`config.mk`:
```
export PLATFORM = sky130hd
export DESIGN_NAME = l1_trigger_packetizer_v3
export DESIGN_NICKNAME = d
export VERILOG_FILES = /design/src/rtl/l1_trigger_packetizer_v3.sv
export SDC_FILE = /design/constraint.sdc
export NUM_CORES = 2
export LEC_CHECK = 0
export CAP_MARGIN = 20
export CORE_AREA = 2 2 353 355
export CTS_BUF_LIST = sky130_fd_sc_hd__clkbuf_8
export DETAILED_ROUTE_END_ITERATION = 8
export DIE_AREA = 0 0 355 357
export PLACE_DENSITY = 0.81
export SLEW_MARGIN = 20
export SYNTH_ARGS = -nofsm -noshare
export SYNTH_HDL_FRONTEND = slang
export SYNTH_SLANG_ARGS = --single-unit
```
`constraint.sdc`:
```
create_clock -name ifclk -period 11.4 [get_ports ifclk]
set_input_delay 3.42 -clock ifclk [delete_from_list [all_inputs] [get_ports ifclk]]
set_output_delay 3.42 -clock ifclk [all_outputs]
set_load 0.02 [all_outputs]
```
`src/rtl/l1_trigger_packetizer_v3.sv`:
```
// Beam trigger packetizer: masks and holds off per-cycle beam triggers, timestamps and sequences
// accepted events, queues them in an event FIFO and serializes each as NW words on an AXI4-Stream port.
module l1_trigger_packetizer_v3 #(
    parameter int NBEAMS       = 48,
    parameter int TS_BITS      = 16,
    parameter int HOLDOFF_BITS = 8,
    parameter int FIFO_DEPTH   = 16
) (
    input  logic                    ifclk,
    input  logic                    ifclk_rst_i,
    input  logic [NBEAMS-1:0]       trig_i,
    input  logic [NBEAMS-1:0]       beam_mask_i,
    input  logic [HOLDOFF_BITS-1:0] holdoff_i,
    input  logic                    runrst_i,
    input  logic                    runstop_i,
    output logic [31:0]             m_trig_tdata,
    output logic                    m_trig_tvalid,
    input  logic                    m_trig_tready,
    output logic                    running_o,
    output logic                    overflow_o,
    output logic [15:0]             drop_count_o
);
    localparam int SEQ_BITS = 32 - TS_BITS;
    localparam int NBW      = (NBEAMS + 31) / 32;
    localparam int NW       = 1 + NBW;
    localparam int BMW      = 32 * NBW;
    localparam int AW       = $clog2(FIFO_DEPTH);
    localparam int WIW      = $clog2(NW);
    localparam logic [WIW-1:0] C_LAST  = WIW'(NW - 1);
    localparam logic [AW:0]    C_DEPTH = (AW + 1)'(FIFO_DEPTH);

    typedef enum logic {ST_STOP, ST_RUN} state_t;
    state_t r_state, w_state_nxt;

    logic [TS_BITS-1:0]      r_ts;
    logic [SEQ_BITS-1:0]     r_seq;
    logic [HOLDOFF_BITS-1:0] r_holdoff;
    logic [NBEAMS-1:0]       w_bits;
    logic                    w_accept;

    logic                    r_cap_vld;
    logic [31:0]             r_cap_w0;
    logic [NBEAMS-1:0]       r_cap_bits;

    logic [31:0]             r_mem_w0   [FIFO_DEPTH];
    logic [NBEAMS-1:0]       r_mem_bits [FIFO_DEPTH];
    logic [AW:0]             r_wr_ptr, r_rd_ptr, w_count;
    logic [AW-1:0]           w_rd_idx, w_head_idx;
    logic                    w_full, w_wr, w_pop, w_drop, w_avail, w_adv;
    logic [BMW-1:0]          w_head_pad;

    logic                    r_tvalid, r_owns;
    logic [31:0]             r_tdata;
    logic [WIW-1:0]          r_widx;
    logic [BMW-1:0]          r_cur_bits;
    logic                    r_overflow;
    logic [15:0]             r_drop_cnt;

    always_comb begin
        w_state_nxt = r_state;
        if (runrst_i)
            w_state_nxt = ST_RUN;
        else if (runstop_i)
            w_state_nxt = ST_STOP;
    end

    always_ff @(posedge ifclk) begin
        if (ifclk_rst_i)
            r_state <= ST_STOP;
        else
            r_state <= w_state_nxt;
    end

    assign w_bits   = trig_i & ~beam_mask_i;
    assign w_accept = (r_state == ST_RUN) && !runrst_i && (|w_bits) && (r_holdoff == '0);

    always_ff @(posedge ifclk) begin
        if (ifclk_rst_i || runrst_i) begin
            r_ts      <= '0;
            r_seq     <= '0;
            r_holdoff <= '0;
            r_cap_vld <= 1'b0;
        end else begin
            if (r_state == ST_RUN)
                r_ts <= r_ts + 1'b1;
            r_cap_vld <= w_accept;
            if (w_accept) begin
                r_seq      <= r_seq + 1'b1;
                r_holdoff  <= holdoff_i;
                r_cap_w0   <= {r_seq, r_ts};
                r_cap_bits <= w_bits;
            end else if (r_holdoff != '0) begin
                r_holdoff <= r_holdoff - 1'b1;
            end
        end
    end

    // The event being serialized stays at the FIFO head until its last word is taken,
    // so it occupies a slot; r_owns drops when a run reset orphans it from the queue.
    assign w_count    = r_wr_ptr - r_rd_ptr;
    assign w_full     = (w_count == C_DEPTH);
    assign w_rd_idx   = r_rd_ptr[AW-1:0];
    assign w_adv      = !r_tvalid || m_trig_tready;
    assign w_pop      = r_tvalid && m_trig_tready && (r_widx == C_LAST) && r_owns;
    assign w_wr       = r_cap_vld && (!w_full || w_pop);
    assign w_drop     = r_cap_vld && w_full && !w_pop;
    assign w_head_idx = w_pop ? (w_rd_idx + AW'(1)) : w_rd_idx;
    assign w_avail    = w_pop ? (w_count >= (AW + 1)'(2)) : (w_count != '0);

    always_comb begin
        w_head_pad = '0;
        w_head_pad[NBEAMS-1:0] = r_mem_bits[w_head_idx];
    end

    always_ff @(posedge ifclk) begin
        if (w_wr) begin
            r_mem_w0[r_wr_ptr[AW-1:0]]   <= r_cap_w0;
            r_mem_bits[r_wr_ptr[AW-1:0]] <= r_cap_bits;
        end
    end

    always_ff @(posedge ifclk) begin
        if (ifclk_rst_i || runrst_i) begin
            r_wr_ptr   <= '0;
            r_rd_ptr   <= '0;
            r_overflow <= 1'b0;
            r_drop_cnt <= '0;
        end else begin
            if (w_wr)
                r_wr_ptr <= r_wr_ptr + 1'b1;
            if (w_pop)
                r_rd_ptr <= r_rd_ptr + 1'b1;
            if (w_drop) begin
                r_overflow <= 1'b1;
                if (r_drop_cnt != 16'hFFFF)
                    r_drop_cnt <= r_drop_cnt + 1'b1;
            end
        end
    end

    always_ff @(posedge ifclk) begin
        if (ifclk_rst_i) begin
            r_tvalid   <= 1'b0;
            r_tdata    <= '0;
            r_widx     <= '0;
            r_owns     <= 1'b0;
            r_cur_bits <= '0;
        end else begin
            if (w_adv) begin
                if (r_tvalid && (r_widx != C_LAST)) begin
                    r_tdata <= r_cur_bits[32*int'(r_widx) +: 32];
                    r_widx  <= r_widx + WIW'(1);
                end else if (w_avail && !runrst_i) begin
                    r_tdata    <= r_mem_w0[w_head_idx];
                    r_cur_bits <= w_head_pad;
                    r_widx     <= '0;
                    r_tvalid   <= 1'b1;
                    r_owns     <= 1'b1;
                end else begin
                    r_tvalid <= 1'b0;
                    r_owns   <= 1'b0;
                end
            end
            if (runrst_i)
                r_owns <= 1'b0;
        end
    end

    assign m_trig_tdata  = r_tdata;
    assign m_trig_tvalid = r_tvalid;
    assign running_o     = (r_state == ST_RUN);
    assign overflow_o    = r_overflow;
    assign drop_count_o  = r_drop_cnt;

endmodule

```
* Yosys cells after proc, flatten, opt, wreduce, memory -nomap -nowiden
Memories as Yosys holds them, arrays and structs flattened. A register that Yosys moved wholly into a read port is not among the register bits.
Cells that the tools add are included.
** Storage, ports and cells
- Register bits :: 185
- Bits in writable memories :: 1280
- Input port bits :: 109
- Output and inout bits :: 51
- Logic and storage cells :: 80
- Memories :: 2
** Cells by class
- Add/subtract/negate cells :: 9
- Magnitude comparators :: 1
- Equality and inequality tests :: 4
- Shifts and indexed selects :: 1
- Muxes and demuxes :: 13
- Bitwise gates (word level) :: 4
- Reduce and logical (&&, ||, !) cells :: 31
** Memory list
- r_mem_bits :: depth 16, width 48, rd ports 1, clocked after Yosys merged registers in 1, wr ports 1, RTL line 46 : logic [NBEAMS-1:0] r_mem_bits [FIFO_DEPTH];
- r_mem_w0 :: depth 16, width 32, rd ports 1, clocked after Yosys merged registers in 0, wr ports 1, RTL line 45 : logic [31:0] r_mem_w0 [FIFO_DEPTH];
** Operator list (count)
- two-way mux 32 bit :: 2
- variable part select 64 x 8 -> 32 bit :: 1
- adder 16 x 1 -> 16 bit (second input constant) :: 3
- bitwise AND 48 bit :: 1
- inverter 48 bit :: 1
- OR reduction 48 bit :: 1
- two-way mux 8 bit :: 2
- != test 16 bit (second input constant) :: 1
- logical AND 1 bit :: 11
- adder 5 x 1 -> 5 bit (second input constant) :: 2
- logical NOT 8 bit :: 1
- AND reduction 2 bit :: 4
- nonzero test 8 bit :: 1
- subtractor 8 x 1 -> 8 bit (second input constant) :: 1
- two-way mux 1 bit :: 6
- nonzero test 2 bit :: 3
- equality test 5 bit (second input constant) :: 1
- greater-or-equal comparator 5 x 2 -> 1 bit (second input constant) :: 1
- nonzero test 5 bit :: 1
- subtractor 5 bit :: 1
- adder 4 x 1 -> 4 bit (second input constant) :: 1
- logical NOT 1 bit :: 4
- two-way mux 2 bit :: 2
- two-way mux 4 bit :: 1
- other kinds (7) :: 10

* Longest topological paths before layout
- Word-level depth :: 7
- Depth in mapped cells :: 14
- Depth with buffers taken out :: 9

* Worst setup path after synthesis
Ideal clock, no wire load.
- Kind :: input to register
- Start :: in m_trig_tready
- End :: mem r_mem_bits[3][0] (enable)
- Library setup time :: 0.616 ns
- Data arrival time :: 9.554 ns
- Required time :: 10.784 ns
- Slack :: 1.229 ns
- Stages :: 5
- Buffers on the path :: 1
- Path through :: nand4_1 > clkbuf_1 > nand2_1 > o211ai_1 > nor3_1
** On the way
- Longest elaborated chain between the ends :: 7
** Ends and longest elaborated chain
- start: declaration :: RTL line 18 : input logic m_trig_tready,
- logical AND 1 bit (3 in series) :: RTL line 104 : assign w_pop = r_tvalid && m_trig_tready && (r_widx == C_LAST) && r_owns;
- logical OR 1 bit :: RTL line 105 : assign w_wr = r_cap_vld && (!w_full || w_pop);
- logical AND 1 bit :: RTL line 105
- two-way mux 1 bit :: RTL line 116 : if (w_wr) begin
- two-way mux 1 bit (not written as such) :: RTL line 118 : r_mem_bits[r_wr_ptr[AW-1:0]] <= r_cap_bits;
- end: declaration :: RTL line 46
No other way between the ends.

* Final worst setup path
- Start :: in m_trig_tready
- End :: reg r_tdata[28], in the netlist m_trig_tdata[28]
** On the way
- Longest elaborated chain between the ends :: 7
- Elaborated cells on any way between the ends :: 12
- Those cells by class :: mux (4); reduce/logical (7); memory (1)
** Ends and longest elaborated chain
- logical AND 1 bit (3 in series) :: RTL line 104
- two-way mux 4 bit or two-way mux 1 bit (tied branches) :: RTL line 107, 108
- memory (16 x 32 bit) or logical AND 1 bit (tied branches)
- two-way mux 32 bit or nonzero test 2 bit (tied branches)
- two-way mux 32 bit or AND reduction 2 bit (tied branches)
- end signal: assignment :: RTL line 151 : r_tdata <= r_cur_bits[32*int'(r_widx) +: 32];
- end signal: assignment :: RTL line 154 : r_tdata <= r_mem_w0[w_head_idx];
- end: declaration :: RTL line 53 : logic [31:0] r_tdata;
Several ways; a longest one is shown, not always the timed one. The select of a mux whose other input is x is not followed.
A chain may end at the register's enable or synchronous reset.

==> impl_metrics.json <==
{
  "status": "finished, final reports clean",
  "grt.busiest_layer": "met2",
  "holdPathStages": 0,
  "max_slew_margin": 0.0222,
  "cts_resized": 0,
  "final_cell_mix": "1,360 x edfxtp_1, 641 x mux2i_1, 363 x mux2_2",
  "initial_core_util": 0.546,
  "synth_xor_xnor_area_share": 0.00339,
  "synth_top_area_cell": "edfxtp_1",
  "setup_ws_ns": 4.68,
  "h-tree-depth": 4,
  "dp_slack_ns": 3.69,
  "max-cap-violations": 0,
  "clock_latency_ns": 0.91,
  "hpwl_um": 88300,
  "avgSynthCellArea_sq_um": 16.9,
  "crit_required_ns": 12.20,
  "power_density_mw_per_mm2": 141,
  "yosysUniqueCellTypes": 68,
  "synth_compound_gate_area_share": 0.0482,
  "finalCriticalPeriod_ns": 6.72,
  "hold_class": "register to register",
  "grt_pass1_wl_um": 247000,
  "via_per_inst": 6.53,
  "p_int_mw": 8.32,
  "ys_ff_latch": 1513,
  "clock-sinks": 1513,
  "max_freq_mhz": 149,
  "netlist_area_sq_mm": 0.0672,
  "post_cts_buffers": 0,
  "critPathKind": "input pin to register",
  "grt_usage": 0.262,
  "r2r_slack_ns": 5.85,
  "timing.rr.end": "r_mem_w0[1][20]",
  "critical_path.max_fanout": 44,
  "leakage_nw": 23.1,
  "die_area_sq_mm": 0.127,
  "ios": 160,
  "p_comb_frac": 0.022,
  "met2_usage": 0.428,
  "final-setup-viol-count": 0,
  "maxSlewViolCount": 0,
  "grt_util_met1": 0.347,
  "finalHoldViolCount": 0,
  "ir_worst_vdd_mv": 0.114,
  "grt_use_met3": 0.0469,
  "syn_to_final_growth_pct": 11.7,
  "first_global_vias": 39600,
  "critPathCaptureType": "register",
  "synth_fa_ha_area_frac": 0.00290,
  "p_sw_frac": 0.212,
  "synthArstFlopShare": 0,
  "worst_r2r_startpoint": "r_rd_ptr[1]",
  "synth_top_family_by_area": "multiplexers",
  "clock_path_buffers": 3,
  "row_count": 129,
  "wl_per_cell_um": 28.1,
  "grt_overflow_total": 0,
  "worstPathCellList": "clkdlybuf4s50_1 > and4_4 > buf_4 > buf_4 > mux4_2 > o22ai_1 > o21ai_0 > a31oi_1",
  "gp_congestion": 0.783,
  "wl_um": 168000,
  "synth_top_cell_area_share": 0.608,
  "drive_gt1_frac": 0.239,
  "seq_area_frac_synth": 0.653,
  "holdBufCountCts": 0,
  "seqPwrFrac": 0.574,
  "synthMuxAreaShare": 0.245,
  "worstPathArrival_ns": 7.52,
  "grt_max_degree": 163,
  "postRouteAntennaNets": 0,
  "vias": 39100,
  "cts_tree": "yes",
  "start_kind": "input pin",
  "dieWidth_um": 355,
  "ys_warn_count": 0,
  "root_buffer": "clkbuf_8",
  "core-area_sq_mm": 0.123,
  "synth.area.top_cells": "edfxtp_1 61%, mux2i_1 9.5%, mux4_2 8.9%",
  "die_h_um": 357,
  "fin_crit_sh": 0.589,
  "io_buffers": 159,
  "p_clk_frac": 0.404,
  "drtIter0Drc": 4819,
  "yosys.area_share.simple": 0.0295,
  "nets": 4276,
  "cpPeakStageDelay_ns": 0.83,
  "min_from": "r_seq[15]",
  "fillers": 8683,
  "synth-edff-count": 1360,
  "rsz0062_at_grt": "no",
  "synthesis.instances": 3975,
  "startpoint": "m_trig_tready",
  "whs_endpoint": "r_cap_w0[31]",
  "clkTransAtPathRegs_ns": 0.06,
  "finalSetupTns_ns": 0,
  "synth_nets": 4099,
  "skew_ns": 0.0440,
  "firstDrtPassIters": 5,
  "final_common_cell": "edfxtp_1",
  "p_switching_mw": 2.24,
  "tightest_slew_ns": 1.47,
  "reg2regPathDepth": 10,
  "cp_slowest_cell": "buf_4",
  "cts_buffers": 227,
  "antenna_found_initial": 5,
  "synth_flop_cell": "edfxtp_1",
  "crit_top_cell": "buf_4",
  "post-route-drc-count": 0
}
kinds of logic after synthesis:
group                      Yosys count
DFF                               1513
adders and majority gates           15
xor gates and xnor gates            26
muxes                             1270
AOI/OAI and AO/OA                  488
and+or+nand+nor                    367
buffers and inverters              296
cell type report:
class,count,area [sq um],share of cell area
clock buffer,258,3550,0.0473
timing repair buffer,224,2190,0.0292
clock inverter,172,891,0.0119
antenna,2,5.00,0.0000667
sequential,1513,43900,0.585
tap,1637,2050,0.0273
inverter,20,75.1,0.00100
multi-input combinational,2166,22400,0.298
flip-flops by register name (all words and copies together), names as in the netlist:
signal / cells
m_trig_tdata: 32
r_holdoff: 8
m_trig_tvalid: 1
running_o: 1
r_cap_bits: 48
r_seq: 16
r_ts: 16
r_cap_vld: 1
drop_count_o: 16
overflow_o: 1
r_owns: 1
r_rd_ptr: 5
r_widx: 2
r_mem_w0: 512
r_wr_ptr: 5
r_cap_w0: 32
r_mem_bits: 768
r_cur_bits: 48
per-stage QoR:
step / hold slack, ns / utilization / total power, mW / instances / cell area, sq um
6_report: 0.452 / 0.610 / 10.6 / 5992 / 75000
3_3_place_gp: 0.435 / 0.573 / 6.40 / 5557 / 70500
2_1_floorplan: 0.408 / - / 6.30 / 3975 / 67200
5_1_grt: 0.467 / 0.610 / 10.9 / 5992 / 75000
3_5_place_dp: 0.440 / 0.573 / 6.41 / 5557 / 70500
4_1_cts: 0.455 / 0.610 / 10.6 / 5987 / 75000
power groups by stage:
| stage | clock [mW] | sequential [mW] | combinational (mW) |
|---|---|---|---|
| finish | 4.27 | 6.07 | 0.228 |
| global route | 4.54 | 6.07 | 0.245 |
| CTS | 4.31 | 6.07 | 0.225 |
| detailed placement | 0 | 6.19 | 0.223 |
| global placement | 0 | 6.18 | 0.217 |
| floorplan | 0 | 6.17 | 0.124 |
critical path: cells and delay by family:
| kind | cells | cell delay (ns) |
|---|---|---|
| AND/OR/NAND/NOR | 1 | 0.77 |
| buffers and inverters | 3 | 2.15 |
| AO/OA/AOI/OAI | 3 | 0.50 |
| multiplexers | 1 | 0.59 |
how the worst max path moves through the flow:
stage,end,slack (ns),cells past startpoint
final,m_trig_tdata[28],4.68,8
after detailed placement,m_trig_tdata[26],3.69,8
after floorplan,r_mem_bits[3][0],1.23,5
after global routing,m_trig_tdata[21],4.36,8
after global placement,m_trig_tdata[24],3.74,8
after CTS,m_trig_tdata[26],4.64,8
metal layers:
metal	up-vias	share of wire
met1	20000	0.39
met4	2	0.040
met3	398	0.087
li1	16600	-
met2	2072	0.48
met5	-	0.000071
synth_stat cells (3+ instances only):
library cell and count:
edfxtp_1 1360, mux2i_1 641, mux2_2 363, mux4_2 266
clkbuf_1 199, dfxtp_1 153, o21ai_0 129, o22ai_1 79
nor2_1 76, nor2b_1 66, nand3_1 63, a211oi_1 59
a21oi_1 46, buf_1 45, o221ai_1 45, nand2_1 39
a31oi_1 37, buf_2 30, and3_1 21, or4_1 21
o31ai_1 20, inv_1 19, o22a_1 16, a2bb2oi_1 15
nor4_1 15, ha_1 14, or3_1 14, nand4_1 13
nor3_1 13, xnor2_1 13, xor2_1 13, and4_1 9
a2111oi_0 6, a221oi_1 5, nand2b_1 5, a211o_1 3
a22o_1 3, a311oi_1 3, o211ai_1 3, o21a_1 3
Note: power is estimated with default switching activity, not from simulation.
